===== src/rtl/axi_store_bus_pkg.sv =====
// ============================================================================
// Module   : axi_store_bus_pkg
// Purpose  : Shared types and widths for the three-master AXI3 write bus.
// Revision : 1.0 - initial release
// ============================================================================
`default_nettype none

package axi_store_bus_pkg;

    localparam int NUM_M  = 3;
    localparam int SEL_W  = 2;
    localparam int ID_W   = 4;
    localparam int ADDR_W = 32;
    localparam int DATA_W = 32;
    localparam int STRB_W = 4;
    localparam int LEN_W  = 4;

    typedef enum logic [1:0] {
        ST_IDLE = 2'd0,
        ST_AW   = 2'd1,
        ST_W    = 2'd2,
        ST_B    = 2'd3
    } state_e;

    typedef struct packed {
        logic [ID_W-1:0]   id;
        logic [ADDR_W-1:0] addr;
        logic [LEN_W-1:0]  len;
        logic [2:0]        size;
        logic [1:0]        burst;
        logic [1:0]        lock;
        logic [3:0]        cache;
        logic [2:0]        prot;
    } aw_t;

    typedef struct packed {
        logic [ID_W-1:0]   id;
        logic [DATA_W-1:0] data;
        logic [STRB_W-1:0] strb;
        logic              last;
    } w_t;

endpackage

`default_nettype wire


===== src/rtl/store_bus_arbiter.sv =====
// ============================================================================
// Module   : store_bus_arbiter
// Purpose  : Round-robin grant register, held until the owner releases it.
// Revision : 1.0 - initial release
// ============================================================================
`default_nettype none

module store_bus_arbiter
    import axi_store_bus_pkg::*;
(
    input  logic             clk,
    input  logic             rst_n,
    input  logic [NUM_M-1:0] i_req,
    input  logic             i_release,
    output logic [NUM_M-1:0] o_grnt
);

    logic [NUM_M-1:0] r_grnt;
    logic [SEL_W-1:0] r_last;
    logic [NUM_M-1:0] w_win;
    logic [SEL_W-1:0] w_win_idx;
    logic             w_found;

    // Search starts one past the last winner so every requester gets a turn.
    always_comb begin
        w_found   = 1'b0;
        w_win_idx = r_last;
        for (int k = 1; k <= NUM_M; k++) begin
            if (!w_found && i_req[(int'(r_last) + k) % NUM_M]) begin
                w_found   = 1'b1;
                w_win_idx = SEL_W'((int'(r_last) + k) % NUM_M);
            end
        end
        w_win = w_found ? ({{(NUM_M-1){1'b0}}, 1'b1} << w_win_idx) : '0;
    end

    // Pointer resets to the last master so m0 is searched first.
    always_ff @(posedge clk or negedge rst_n) begin
        if (!rst_n) begin
            r_grnt <= '0;
            r_last <= SEL_W'(NUM_M - 1);
        end else if (i_release) begin
            r_grnt <= '0;
        end else if ((r_grnt == '0) && w_found) begin
            r_grnt <= w_win;
            r_last <= w_win_idx;
        end
    end

    assign o_grnt = r_grnt;

endmodule

`default_nettype wire


===== src/rtl/axi_cache_store_bus.sv =====
// ============================================================================
// Module   : axi_cache_store_bus
// Purpose  : Three-master AXI3 write bus; one transaction owns AW/W/B at a time.
//            Define AXI_STORE_BUS_LEN_CHECK_EN to generate wlast from awlen.
// Revision : 1.0 - initial release
// ============================================================================
`default_nettype none

module axi_cache_store_bus
    import axi_store_bus_pkg::*;
(
    input  logic              clk,
    input  logic              rst_n,
    output logic [ID_W-1:0]   awid,
    output logic [ADDR_W-1:0] awaddr,
    output logic [LEN_W-1:0]  awlen,
    output logic [2:0]        awsize,
    output logic [1:0]        awburst,
    output logic [1:0]        awlock,
    output logic [3:0]        awcache,
    output logic [2:0]        awprot,
    output logic              awvalid,
    input  logic              awready,
    output logic [ID_W-1:0]   wid,
    output logic [DATA_W-1:0] wdata,
    output logic [STRB_W-1:0] wstrb,
    output logic              wlast,
    output logic              wvalid,
    input  logic              wready,
    input  logic [ID_W-1:0]   bid,
    input  logic [1:0]        bresp,
    input  logic              bvalid,
    output logic              bready,
    input  logic              m0_req,
    output logic              m0_grnt,
    input  logic [ID_W-1:0]   m0_awid,
    input  logic [ADDR_W-1:0] m0_awaddr,
    input  logic [LEN_W-1:0]  m0_awlen,
    input  logic [2:0]        m0_awsize,
    input  logic [1:0]        m0_awburst,
    input  logic [1:0]        m0_awlock,
    input  logic [3:0]        m0_awcache,
    input  logic [2:0]        m0_awprot,
    input  logic              m0_awvalid,
    output logic              m0_awready,
    input  logic [ID_W-1:0]   m0_wid,
    input  logic [DATA_W-1:0] m0_wdata,
    input  logic [STRB_W-1:0] m0_wstrb,
    input  logic              m0_wlast,
    input  logic              m0_wvalid,
    output logic              m0_wready,
    output logic [ID_W-1:0]   m0_bid,
    output logic [1:0]        m0_bresp,
    output logic              m0_bvalid,
    input  logic              m0_bready,
    input  logic              m1_req,
    output logic              m1_grnt,
    input  logic [ID_W-1:0]   m1_awid,
    input  logic [ADDR_W-1:0] m1_awaddr,
    input  logic [LEN_W-1:0]  m1_awlen,
    input  logic [2:0]        m1_awsize,
    input  logic [1:0]        m1_awburst,
    input  logic [1:0]        m1_awlock,
    input  logic [3:0]        m1_awcache,
    input  logic [2:0]        m1_awprot,
    input  logic              m1_awvalid,
    output logic              m1_awready,
    input  logic [ID_W-1:0]   m1_wid,
    input  logic [DATA_W-1:0] m1_wdata,
    input  logic [STRB_W-1:0] m1_wstrb,
    input  logic              m1_wlast,
    input  logic              m1_wvalid,
    output logic              m1_wready,
    output logic [ID_W-1:0]   m1_bid,
    output logic [1:0]        m1_bresp,
    output logic              m1_bvalid,
    input  logic              m1_bready,
    input  logic              m2_req,
    output logic              m2_grnt,
    input  logic [ID_W-1:0]   m2_awid,
    input  logic [ADDR_W-1:0] m2_awaddr,
    input  logic [LEN_W-1:0]  m2_awlen,
    input  logic [2:0]        m2_awsize,
    input  logic [1:0]        m2_awburst,
    input  logic [1:0]        m2_awlock,
    input  logic [3:0]        m2_awcache,
    input  logic [2:0]        m2_awprot,
    input  logic              m2_awvalid,
    output logic              m2_awready,
    input  logic [ID_W-1:0]   m2_wid,
    input  logic [DATA_W-1:0] m2_wdata,
    input  logic [STRB_W-1:0] m2_wstrb,
    input  logic              m2_wlast,
    input  logic              m2_wvalid,
    output logic              m2_wready,
    output logic [ID_W-1:0]   m2_bid,
    output logic [1:0]        m2_bresp,
    output logic              m2_bvalid,
    input  logic              m2_bready,
    output logic              len_err
);

    aw_t              w_m_aw [NUM_M];
    w_t               w_m_w  [NUM_M];
    logic [NUM_M-1:0] w_req, w_awvalid, w_wvalid, w_bready, w_grnt;
    logic [NUM_M-1:0] w_m_awready, w_m_wready, w_m_bvalid;
    aw_t              w_sel_aw;
    w_t               w_sel_w;
    logic             w_sel_awvalid, w_sel_wvalid, w_sel_bready;
    logic             w_wfire, w_wlast_out, w_release;
    state_e           r_state, w_state_nxt;
    logic [LEN_W-1:0] r_beat, r_awlen;

    assign w_m_aw[0] = {m0_awid, m0_awaddr, m0_awlen, m0_awsize, m0_awburst, m0_awlock, m0_awcache, m0_awprot};
    assign w_m_aw[1] = {m1_awid, m1_awaddr, m1_awlen, m1_awsize, m1_awburst, m1_awlock, m1_awcache, m1_awprot};
    assign w_m_aw[2] = {m2_awid, m2_awaddr, m2_awlen, m2_awsize, m2_awburst, m2_awlock, m2_awcache, m2_awprot};
    assign w_m_w[0]  = {m0_wid, m0_wdata, m0_wstrb, m0_wlast};
    assign w_m_w[1]  = {m1_wid, m1_wdata, m1_wstrb, m1_wlast};
    assign w_m_w[2]  = {m2_wid, m2_wdata, m2_wstrb, m2_wlast};
    assign w_req     = {m2_req, m1_req, m0_req};
    assign w_awvalid = {m2_awvalid, m1_awvalid, m0_awvalid};
    assign w_wvalid  = {m2_wvalid, m1_wvalid, m0_wvalid};
    assign w_bready  = {m2_bready, m1_bready, m0_bready};

    store_bus_arbiter u_arb (
        .clk       (clk),
        .rst_n     (rst_n),
        .i_req     (w_req),
        .i_release (w_release),
        .o_grnt    (w_grnt)
    );

    // One-hot grant: zero grant leaves every selected field at zero.
    always_comb begin
        w_sel_aw      = '0;
        w_sel_w       = '0;
        w_sel_awvalid = 1'b0;
        w_sel_wvalid  = 1'b0;
        w_sel_bready  = 1'b0;
        for (int n = 0; n < NUM_M; n++) begin
            if (w_grnt[n]) begin
                w_sel_aw      = w_m_aw[n];
                w_sel_w       = w_m_w[n];
                w_sel_awvalid = w_awvalid[n];
                w_sel_wvalid  = w_wvalid[n];
                w_sel_bready  = w_bready[n];
            end
        end
    end

    assign w_wfire   = (r_state == ST_W) && w_sel_wvalid && wready;
    assign w_release = (r_state == ST_B) && bvalid && bready;

`ifdef AXI_STORE_BUS_LEN_CHECK_EN
    logic r_len_err;

    assign w_wlast_out = (r_state == ST_W) && (r_beat == r_awlen);

    always_ff @(posedge clk or negedge rst_n) begin
        if (!rst_n) begin
            r_len_err <= 1'b0;
        end else if (w_wfire && (w_sel_w.last != w_wlast_out)) begin
            r_len_err <= 1'b1;
        end
    end

    assign len_err = r_len_err;
`else
    assign w_wlast_out = w_sel_w.last;
    assign len_err     = 1'b0;
`endif

    always_comb begin
        w_state_nxt = r_state;
        case (r_state)
            ST_IDLE: if (|w_req)                     w_state_nxt = ST_AW;
            ST_AW:   if (awvalid && awready)         w_state_nxt = ST_W;
            ST_W:    if (w_wfire && w_wlast_out)     w_state_nxt = ST_B;
            ST_B:    if (w_release)                  w_state_nxt = ST_IDLE;
            default:                                 w_state_nxt = ST_IDLE;
        endcase
    end

    // Counter holds at awlen so an overlong master burst cannot wrap it.
    always_ff @(posedge clk or negedge rst_n) begin
        if (!rst_n) begin
            r_state <= ST_IDLE;
            r_beat  <= '0;
            r_awlen <= '0;
        end else begin
            r_state <= w_state_nxt;
            if ((r_state == ST_AW) && awvalid && awready) begin
                r_awlen <= w_sel_aw.len;
                r_beat  <= '0;
            end else if (w_wfire && (r_beat != r_awlen)) begin
                r_beat  <= r_beat + 1'b1;
            end
        end
    end

    assign awid    = w_sel_aw.id;
    assign awaddr  = w_sel_aw.addr;
    assign awlen   = w_sel_aw.len;
    assign awsize  = w_sel_aw.size;
    assign awburst = w_sel_aw.burst;
    assign awlock  = w_sel_aw.lock;
    assign awcache = w_sel_aw.cache;
    assign awprot  = w_sel_aw.prot;
    assign awvalid = (r_state == ST_AW) && w_sel_awvalid;
    assign wid     = w_sel_w.id;
    assign wdata   = w_sel_w.data;
    assign wstrb   = w_sel_w.strb;
    assign wlast   = w_wlast_out;
    assign wvalid  = (r_state == ST_W) && w_sel_wvalid;
    assign bready  = (r_state == ST_B) && w_sel_bready;

    assign w_m_awready = w_grnt & {NUM_M{(r_state == ST_AW) && awready}};
    assign w_m_wready  = w_grnt & {NUM_M{(r_state == ST_W) && wready}};
    assign w_m_bvalid  = w_grnt & {NUM_M{(r_state == ST_B) && bvalid}};

    assign {m2_grnt, m1_grnt, m0_grnt}          = w_grnt;
    assign {m2_awready, m1_awready, m0_awready} = w_m_awready;
    assign {m2_wready, m1_wready, m0_wready}    = w_m_wready;
    assign {m2_bvalid, m1_bvalid, m0_bvalid}    = w_m_bvalid;
    assign m0_bid   = w_grnt[0] ? bid   : '0;
    assign m0_bresp = w_grnt[0] ? bresp : '0;
    assign m1_bid   = w_grnt[1] ? bid   : '0;
    assign m1_bresp = w_grnt[1] ? bresp : '0;
    assign m2_bid   = w_grnt[2] ? bid   : '0;
    assign m2_bresp = w_grnt[2] ? bresp : '0;

endmodule

`default_nettype wire

===== config.mk =====
export PLATFORM = sky130hd
export DESIGN_NAME = axi_cache_store_bus
export DESIGN_NICKNAME = d
export VERILOG_FILES = /design/src/rtl/axi_store_bus_pkg.sv /design/src/rtl/store_bus_arbiter.sv /design/src/rtl/axi_cache_store_bus.sv
export SDC_FILE = /design/constraint.sdc
export NUM_CORES = 1
export LEC_CHECK = 0
export CAP_MARGIN = 20
export CORE_AREA = 2 2 171 173
export DETAILED_ROUTE_END_ITERATION = 7
export DIE_AREA = 0 0 173 175
export PLACE_DENSITY = 0.47
export SLEW_MARGIN = 20
export SYNTH_ARGS = -nofsm -noshare
export SYNTH_HDL_FRONTEND = slang
export SYNTH_SLANG_ARGS = --single-unit

===== constraint.sdc =====
create_clock -name clk -period 2 [get_ports clk]
set_clock_uncertainty 0.1 [all_clocks]
set_input_delay 0.4 -clock clk [delete_from_list [all_inputs] [get_ports clk]]
set_output_delay 0.4 -clock clk [all_outputs]
set_load 0.005 [all_outputs]

## After elaboration in Yosys (flattened, before gate mapping)

Index checks and enable logic that the tools add are counted.

- Input port bits: 308
- Word-level logic and storage cells: 89
- Register bits after elaboration: 7

- Divide/modulo/power cells: 3
- $lt $le $gt $ge: 3
- Reduce and logical (&&, ||, !) cells: 21
- Shifts and indexed selects: 1
- Eq/ne operators: 7
- Multiplexer cells: 44
- $add $sub $neg: 3
- Bitwise logic cells: 4

Operator list:

| cell | count |
|---|---|
| 54-bit 2-to-1 mux | 3 |
| 41-bit 2-to-1 mux | 3 |
| 32-bit by 4-bit less-than comparator with 1-bit output (second input constant) | 3 |
| 32-bit by 3-bit modulo with 32-bit output (second input constant) | 3 |
| 2-bit 2-to-1 mux | 10 |
| 1-bit 2-to-1 mux | 18 |
| 1-bit logical AND | 13 |
| 4-bit 2-to-1 mux | 3 |
| 3-bit bitwise AND | 3 |
| 3-bit 2-to-1 mux | 3 |
| 2-bit one-hot mux with 4 select lines | 1 |
| 2-bit by 2-bit adder with 3-bit output (second input constant) | 2 |
| 1-bit binary-select mux with 2-bit select | 3 |
| 2-bit equality test (second input constant) | 2 |
| 2-bit by 1-bit != test with 1-bit output (second input constant) | 2 |
| 2-bit != test (second input constant) | 2 |
| 4-bit AND reduction | 1 |
| 2-bit by 1-bit adder with 3-bit output (second input constant) | 1 |
| 3-bit logical NOT | 1 |
| 3-bit OR reduction | 1 |
| 1-bit by 2-bit left shift with 3-bit output (first input constant) | 1 |
| 2-bit by 1-bit equality test with 1-bit output (second input constant) | 1 |
| 1-bit logical NOT | 2 |
| 2-bit logical NOT | 1 |
| 3 further kinds | 3 |

## Logic depth before layout (Yosys ltp)

Gate-level depths: netlist (run 1).

- Depth in word-level cells: 16
- Depth in mapped cells: 8
- Depth with buffers taken out: 7

## By module

A second synthesis (run 1) with hierarchy kept.

- Cells, all modules: 450
- Area total of the unflattened synthesis: 2,680.1 µm²

Modules (own cells, without submodules):

| module | cells an instance | instances | area an instance (µm²) | seq. area each (µm²) |
|---|---|---|---|---|
| axi_cache_store_bus | 402 | 1 | 2,229.6 | 50.0 |
| store_bus_arbiter | 48 | 1 | 450.4 | 126.4 |

## Worst setup path after synthesis (run 1)

Ideal clock, no wire load.

- Kind: register to register
- Start point: register u_arb.r_last[1]
- End point: register u_arb.r_grnt[0] (netlist: u_arb.o_grnt[0])
- Stages on the path, launching flop included: 9
- Slack: -0.009 ns
- Period minus slack after synthesis: 2.009 ns
- Setup time: 0.122 ns
- Arrival: 1.787 ns
- Cells stage by stage: dfstp_2 -> inv_1 -> ha_1 -> buf_2 -> a21o_1 -> a221oi_2 -> a221o_1 -> o32ai_1 -> a32o_1

- Word-level cells in the longest chain between the ends: 16
- Elaborated cells between the ends (all ways): 31
- Those cells by class: add/sub: 3; div: 3; shift: 1; mux: 18; reduce/logical: 6

Ends and longest elaborated chain:

| element | RTL line | text |
|---|---|---|
| from (decl) | store_bus_arbiter.sv:19 | `logic [SEL_W-1:0] r_last;` |
| from (signal assigned) | store_bus_arbiter.sv:41 | `r_last <= SEL_W'(NUM_M - 1);` |
| from (signal assigned) | store_bus_arbiter.sv:46 | `r_last <= w_win_idx;` |
| 2-bit by 1-bit adder with 3-bit output | store_bus_arbiter.sv:29, store_bus_arbiter.sv:31 |  |
| 32-bit by 3-bit modulo with 32-bit output | store_bus_arbiter.sv:29, store_bus_arbiter.sv:31 |  |
| 1-bit binary-select mux with 2-bit select | store_bus_arbiter.sv:29 | `if (!w_found && i_req[(int'(r_last) + k) % NUM_M]) begin` |
| 1-bit 2-to-1 mux (implied by the code) (2 in series) | store_bus_arbiter.sv:29 |  |
| 1-bit 2-to-1 mux | store_bus_arbiter.sv:29 |  |
| 1-bit logical NOT | store_bus_arbiter.sv:29 |  |
| 1-bit logical AND | store_bus_arbiter.sv:29 |  |
| 1-bit 2-to-1 mux | store_bus_arbiter.sv:29 |  |
| 1-bit logical NOT | store_bus_arbiter.sv:29 |  |
| 1-bit logical AND | store_bus_arbiter.sv:29 |  |
| 2-bit 2-to-1 mux | store_bus_arbiter.sv:29 |  |
| 1-bit by 2-bit left shift with 3-bit output | store_bus_arbiter.sv:34 | `w_win = w_found ? ({{(NUM_M-1){1'b0}}, 1'b1} << w_win_idx) : '0;` |
| 3-bit 2-to-1 mux | store_bus_arbiter.sv:34 |  |
| 3-bit 2-to-1 mux | store_bus_arbiter.sv:44 | `end else if ((r_grnt == '0) && w_found) begin` |
| 3-bit 2-to-1 mux | store_bus_arbiter.sv:42 | `end else if (i_release) begin` |
| to (signal assigned) | store_bus_arbiter.sv:45 | `r_grnt <= w_win;` |
| to (decl) | store_bus_arbiter.sv:18 | `logic [NUM_M-1:0] r_grnt;` |

Several ways; a longest one is shown, not always the timed one. The select of a mux whose other input is x is not followed.
A chain may end at the register's enable or synchronous reset.

## Final worst setup path (run 1)

- Start point: register u_arb.r_grnt[1] (netlist: u_arb.o_grnt[1])
- End point: output port awaddr[11]

- Word-level cells in the longest chain between the ends: 2

Ends and longest elaborated chain:

| element | RTL line | text |
|---|---|---|
| 54-bit 2-to-1 mux (2 in series) | axi_cache_store_bus.sv:141 | `if (w_grnt[n]) begin` |
| to (decl) | axi_cache_store_bus.sv:15 | `output logic [ADDR_W-1:0] awaddr,` |

No other way between the ends.

==> flow_metrics.env, run 1 <==
export IMPL_drv_cap=0
export IMPL_finalHoldViolCount=0
export IMPL_track_usage_pct=14.3
export IMPL_area_growth_pct=238
export IMPL_portBuffers=435
export IMPL_worst_setup_path_start_kind="flop"
export IMPL_avgSynthCellArea_um2=6.00
export IMPL_status="complete, but fails checks"
export IMPL_cp_max_fo=6
export IMPL_drt_iter0_drc=161
export IMPL_io_pins=437
export IMPL_cts_root_buffer="clkbuf_16"
export IMPL_crit_path_start="u_arb.o_grnt[1]$_DFFE_PN0P_"
export IMPL_die_y_um=175
export IMPL_synth_seq_area_share_pct=6.46
export IMPL_coreArea_um2=28400
export IMPL_yosysUniqueCellTypes=46
export IMPL_clkSlewWorstSetupHoldPaths_ps=40
export IMPL_setup_violations=102
export IMPL_p_per_area_nw_per_um2=1190
export IMPL_syn_area_um2=2730
export IMPL_diodes=0
export IMPL_fin_ws_ps=-242
export IMPL_drive_gt1_share_pct=40.2
export IMPL_synth_edf_count=0
export IMPL_avgRoutedWirePerCell_um=17.6
export IMPL_synth_main_ff_cell="dfrtp_1"
export IMPL_cts_tree="yes"
export IMPL_cellLeakagePower_nw=3.80
export IMPL_synth_nets=770
export IMPL_path_class="reg -> out"
export IMPL_clock_latency_ps=230
export IMPL_totalWireLength_um=24200
export IMPL_die_area_um2=30300
export IMPL_grt_antenna_before_repair=0
export IMPL_fin_crit_sh_pct=112
export IMPL_final_common_cell="clkdlybuf4s50_1"
export IMPL_clock_path_buffers=2
export IMPL_hold_path_class="in -> async"
export IMPL_cp_required_ps=1500
export IMPL_grt_pass1_wl_um=34000
export IMPL_firstDrtPassIters=4
export IMPL_synth_area_leaders="a22oi_1 (26%), o21ai_1 (16%), nand2_1 (14%), dfrtp_1 (5.5%), and2_1 (4.8%)"
export IMPL_slowest_stage="dfrtp_4"
export IMPL_async_flop_share_pct=100
export IMPL_ant_nets=0
export IMPL_reg2reg_from="u_arb.o_grnt[1]$_DFFE_PN0P_"
export IMPL_fin_nets=1302
export IMPL_layout_common_cells="clkdlybuf4s50_1 (303), buf_2 (100), nand2_1 (95)"
export IMPL_period_needed_ps=2240
export IMPL_synth_top_cell_area_share_pct=25.9
export IMPL_row_count=62
export IMPL_vias_per_cell=4.06
export IMPL_maxSlewViolCount=0
export IMPL_violations="negative setup slack"
export IMPL_initial_core_util_pct=9.61
export IMPL_hold_buffers=0
export IMPL_cp_arrival_ps=1740
export IMPL_rsz0062_at_grt="yes"
export IMPL_drc=0
export IMPL_synth_warnings=0
export IMPL_htree_levels=1
export IMPL_filler_cell_count=3043
export IMPL_grt_pass1_vias=5476
export IMPL_endpoint_kind="primary output"
export IMPL_ir_drop_mv=0.525
export IMPL_hpwlAfterDp_um=17800
export IMPL_gr_total_overflow=0
export IMPL_gp_congestion=0.867
export IMPL_cpPeakStageDelay_ps=500
export IMPL_die_width_um=173
export IMPL_yosysTopAreaCell="a22oi_1"
export IMPL_finalPower_mw=11.0
export IMPL_syn_inst=455
export IMPL_timing_setup_tns_ps=-12290
export IMPL_vias=5557
export IMPL_path_cells="nor2b_4 -> buf_12 -> buf_12 -> buf_8 -> buf_6 -> buf_6 -> a22oi_2 -> o21ai_1 -> buf_2"
export IMPL_fmax_mhz=446
export IMPL_yosys_register_bits=7
export IMPL_numCtsBuffers=3
export IMPL_cts_num_sinks=7
export IMPL_grt_start_max_net_pins=31
-- cell usage after synthesis, drive strengths merged (3+ instances only) --
library cell  number
dfrtp              6
a21oi              7
and3               9
a2bb2oi            4
nand3b             6
inv                6
ha                 7
nand3              3
nand2b             3
clkbuf            31
a22oi             94
nor2               4
buf               20
nand2            102
nor2b              5
o21ai            100
and2              21
-- worst max-delay path: cells and delay by family (launching register included) --
family / cells / cell delay (ps)
AOI/OAI and AO/OA: 2 / 160
buffers and inverters: 6 / 720
DFF: 1 / 500
and+or+nand+nor: 1 / 140
-- worst paths after layout --
check | end | slack, ps | cells after the start
max in group asynchronous | u_arb.r_last[1]$_DFFE_PN1P_ | 1160 | 1
min in group clk | u_arb.r_last[1]$_DFFE_PN1P_ | 530 | 3
setup reg to reg | r_state[1]$_DFFE_PN0P_ | -160 | 7
hold / removal | r_state[1]$_DFFE_PN0P_ | 350 | 1
setup / recovery | awaddr[11] | -240 | 9
hold reg to reg | u_arb.r_last[1]$_DFFE_PN1P_ | 530 | 3
-- cells by family after synthesis --
kind of cell             share of synthesized area, %
multiplexers                                    0.779
flip-flops                                       6.46
other                                           0.137
AO/OA/AOI/OAI                                    52.0
adder cells (fa/ha/maj)                          3.21
buffers and inverters                            9.17
AND/OR/NAND/NOR                                  28.2
-- layout make-up --
class	count	area (µm²)	share of cell area [%]
well taps	384	480	5.21
clock buffers	4	78.8	0.854
flip-flops and latches	7	186	2.02
repair buffers	578	5480	59.4
inverters	6	22.5	0.244
multi-input cells	391	2980	32.3
-- metal layers --
layer / GRT usage (%) / vias up / wire (µm)
met5: 0 / - / 0
met4: 1.55 / 0 / 294
met3: 2.96 / 12 / 1450
met2: 26.2 / 214 / 12600
met1: 17.6 / 2581 / 9870
li1: - / 2750 / -
-- stage by stage --
step           hold WS (ps)  setup slack [ps]  cells  utilization (%)  area (µm²)
2_1_floorplan          4.41              7.61    455                -        2740
4_1_cts                 353              -288   1352             30.8        8760
6_report                348              -242   1370             32.5        9230
5_1_grt                 371              -309   1370             32.5        9230
3_3_place_gp            441              -410   1303             28.5        8080
3_5_place_dp            450              -398   1303             28.5        8080
-- what timing repair did --
action,in CTS,in global routing
gates resized for setup,575,121
gates cloned,7,5
setup endpoints to repair,134,116
pin swaps,66,84
setup buffers,40,26
-- flip-flops by register name, indices dropped and copies added, names as in the netlist --
| signal | flops |
|---|---|
| r_state | 2 |
| u_arb.o_grnt | 3 |
| u_arb.r_last | 2 |
-- power breakdown --
| group | internal (mW) | leakage [nW] | switching (mW) |
|---|---|---|---|
| combinational | 5.77 | 3.68 | 4.58 |
| clock | 0.265 | 0.0382 | 0.0744 |
| sequential | 0.235 | 0.0781 | 0.105 |
| total | 6.27 | 3.80 | 4.75 |
Note: power is estimated with default switching activity, not from simulation.
==> inputs of run 2 (changes only) <==
--- a/config.mk
+++ b/config.mk
@@ -9,7 +9,8 @@
 export CORE_AREA = 2 2 171 173
 export DETAILED_ROUTE_END_ITERATION = 7
 export DIE_AREA = 0 0 173 175
-export PLACE_DENSITY = 0.47
+export HOLD_SLACK_MARGIN = 0.1
+export PLACE_DENSITY = 0.48
 export SLEW_MARGIN = 20
 export SYNTH_ARGS = -nofsm -noshare
 export SYNTH_HDL_FRONTEND = slang
==> flow_metrics.env, run 2 (same netlist as run 1, synthesis figures left out) <==
export IMPL_status="complete, but fails checks"
export IMPL_violations="negative setup slack"
export IMPL_hpwlAfterDp_um=17100
export IMPL_worst_setup_path_start_kind="flop"
export IMPL_p_int_mw=6.42
export IMPL_layout_common_cells="clkdlybuf4s50_1 (301), buf_2 (101), nand2_1 (100)"
export IMPL_filler_cell_count=3056
export IMPL_maxSlewViolCount=0
export IMPL_diodes=0
export IMPL_finalPower_mw=11.3
export IMPL_seqPwrFrac_pct=3.0
export IMPL_vias_per_cell=4.03
export IMPL_cellLeakagePower_nw=3.81
export IMPL_place_area_um2=8010
export IMPL_period_needed_ps=2240
export IMPL_finalHoldViolCount=0
export IMPL_rsz0062_at_grt="yes"
export IMPL_fin_ws_ps=-239
export IMPL_vias=5492
export IMPL_fin_nets=1295
export IMPL_drc=0
export IMPL_clock_path_buffers=2
export IMPL_io_pins=437
export IMPL_drive_gt1_share_pct=37.9
export IMPL_pwr_share_comb_pct=93.9
export IMPL_p_per_area_nw_per_um2=1220
export IMPL_cts_num_sinks=7
export IMPL_cp_max_fo=12
export IMPL_htree_levels=1
export IMPL_multi_input_comb_area_um2=2970
export IMPL_final_cell_area_um2=9250
export IMPL_die_area_um2=30300
export IMPL_hold_path_class="in -> async"
export IMPL_endpoint_kind="primary output"
export IMPL_cts_root_buffer="clkbuf_16"
export IMPL_ir_drop_mv=0.479
export IMPL_setup_violations=99
export IMPL_cp_required_ps=1500
export IMPL_fmax_mhz=447
export IMPL_drt_iter0_drc=246
export IMPL_clkSlewWorstSetupHoldPaths_ps=40
export IMPL_portBuffers=435
export IMPL_sw_frac_of_total_pct=43.0
export IMPL_totalWireLength_um=23900
export IMPL_drv_cap=0
export IMPL_clock_power_share_pct=3.1
export IMPL_p_sw_mw=4.84
export IMPL_coreArea_um2=28400
export IMPL_grt_pass1_vias=5470
export IMPL_clock_latency_ps=240
export IMPL_gp_congestion=0.808
export IMPL_final_common_cell="clkdlybuf4s50_1"
export IMPL_die_y_um=175
export IMPL_initial_core_util_pct=9.61
export IMPL_largest_reg_flops=3
export IMPL_die_width_um=173
export IMPL_area_growth_pct=239
export IMPL_path_class="reg -> out"
export IMPL_ant_nets=0
export IMPL_regArea_um2=186
export IMPL_avgRoutedWirePerCell_um=17.5
export IMPL_fin_crit_sh_pct=112
export IMPL_grt_start_max_net_pins=30
export IMPL_numCtsBuffers=3
export IMPL_cts_tree="yes"
export IMPL_track_usage_pct=14.2
export IMPL_cp_arrival_ps=1740
export IMPL_grt_antenna_before_repair=0
export IMPL_row_count=62
export IMPL_firstDrtPassIters=4
export IMPL_gr_total_overflow=0
export IMPL_grt_pass1_wl_um=33700
run 2: changes by cell type in the layout (fill, tap and decap cells not counted), moves of 6 or more:
cell / previous run / this run
a22oi_1: 28 / 17
buf_6: 37 / 25
a22oi_2: 66 / 77
buf_16: 4 / 10
buf_8: 11 / 5
run 2: power by group through the flow:
stage | sequential, mW | clock [mW] | combinational (mW)
floorplan | 0.291 | 0 | 3.13
global placement | 0.308 | 0 | 8.05
detailed placement | 0.307 | 0 | 8.02
CTS | 0.326 | 0.357 | 9.66
global route | 0.349 | 0.366 | 11.3
finish | 0.337 | 0.354 | 10.6
run 2: layer usage:
metal | share of wire [%] | vias to the layer above | track usage [%] | wire length (µm)
met5 | 0 | - | 0 | 0
met4 | 0.75 | 0 | 1.62 | 180
met3 | 4.8 | 15 | 2.07 | 1160
met2 | 51 | 194 | 25.1 | 12100
met1 | 44 | 2537 | 18.8 | 10400
li1 | - | 2746 | - | -
run 2: final timing paths:
path | from | end | slack (ps) | depth (start not counted)
worst max-delay path | u_arb.o_grnt[1]$_DFFE_PN0P_ | wdata[24] | -240 | 8
worst min-delay path | rst_n | u_arb.o_grnt[1]$_DFFE_PN0P_ | 330 | 1
worst max register to register | u_arb.o_grnt[1]$_DFFE_PN0P_ | r_state[1]$_DFFE_PN0P_ | -210 | 9
worst min register to register | u_arb.r_last[1]$_DFFE_PN1P_ | u_arb.r_last[1]$_DFFE_PN1P_ | 550 | 3
max in group asynchronous | rst_n | u_arb.r_last[1]$_DFFE_PN1P_ | 1170 | 1
min in group clk | u_arb.r_last[1]$_DFFE_PN1P_ | u_arb.r_last[1]$_DFFE_PN1P_ | 550 | 3
run 2: what timing repair did:
item / 4_1_cts / 5_1_grt
hold buffers: 0 / 0
setup endpoints to repair: 134 / 114
pin swaps: 47 / 62
resized for setup: 556 / 94
setup buffers: 38 / 23
cloned: 11 / 4
run 2: worst max-delay path: stages (launching register included):
cell,delay [ps]
dfrtp_4,500
nor2b_4,150
buf_8,130
buf_6,120
buf_12,120
buf_16,150
a22oi_1,80
o21ai_1,110
buf_2,130
run 2: layout make-up:
class | instances | area share (%)
timing repair buffer | 571 | 59.6
multi-input combinational | 391 | 32.1
tap | 384 | 5.19
sequential | 7 | 2.01
clock buffer | 4 | 0.852
inverter | 6 | 0.243
run 2: metrics by stage:
| step | instances | util (%) | hold WS, ps | TNS (ps) | setup slack (ps) |
|---|---|---|---|---|---|
| CTS | 1341 | 30.8 | 349 | -17490 | -263 |
| global route | 1363 | 32.6 | 355 | -23630 | -321 |
| finish | 1363 | 32.6 | 334 | -16190 | -239 |
| floorplan | 455 | - | 4.41 | 0 | 7.61 |
| detailed placement | 1288 | 28.2 | 430 | -25960 | -478 |
| global placement | 1288 | 28.2 | 442 | -25490 | -485 |
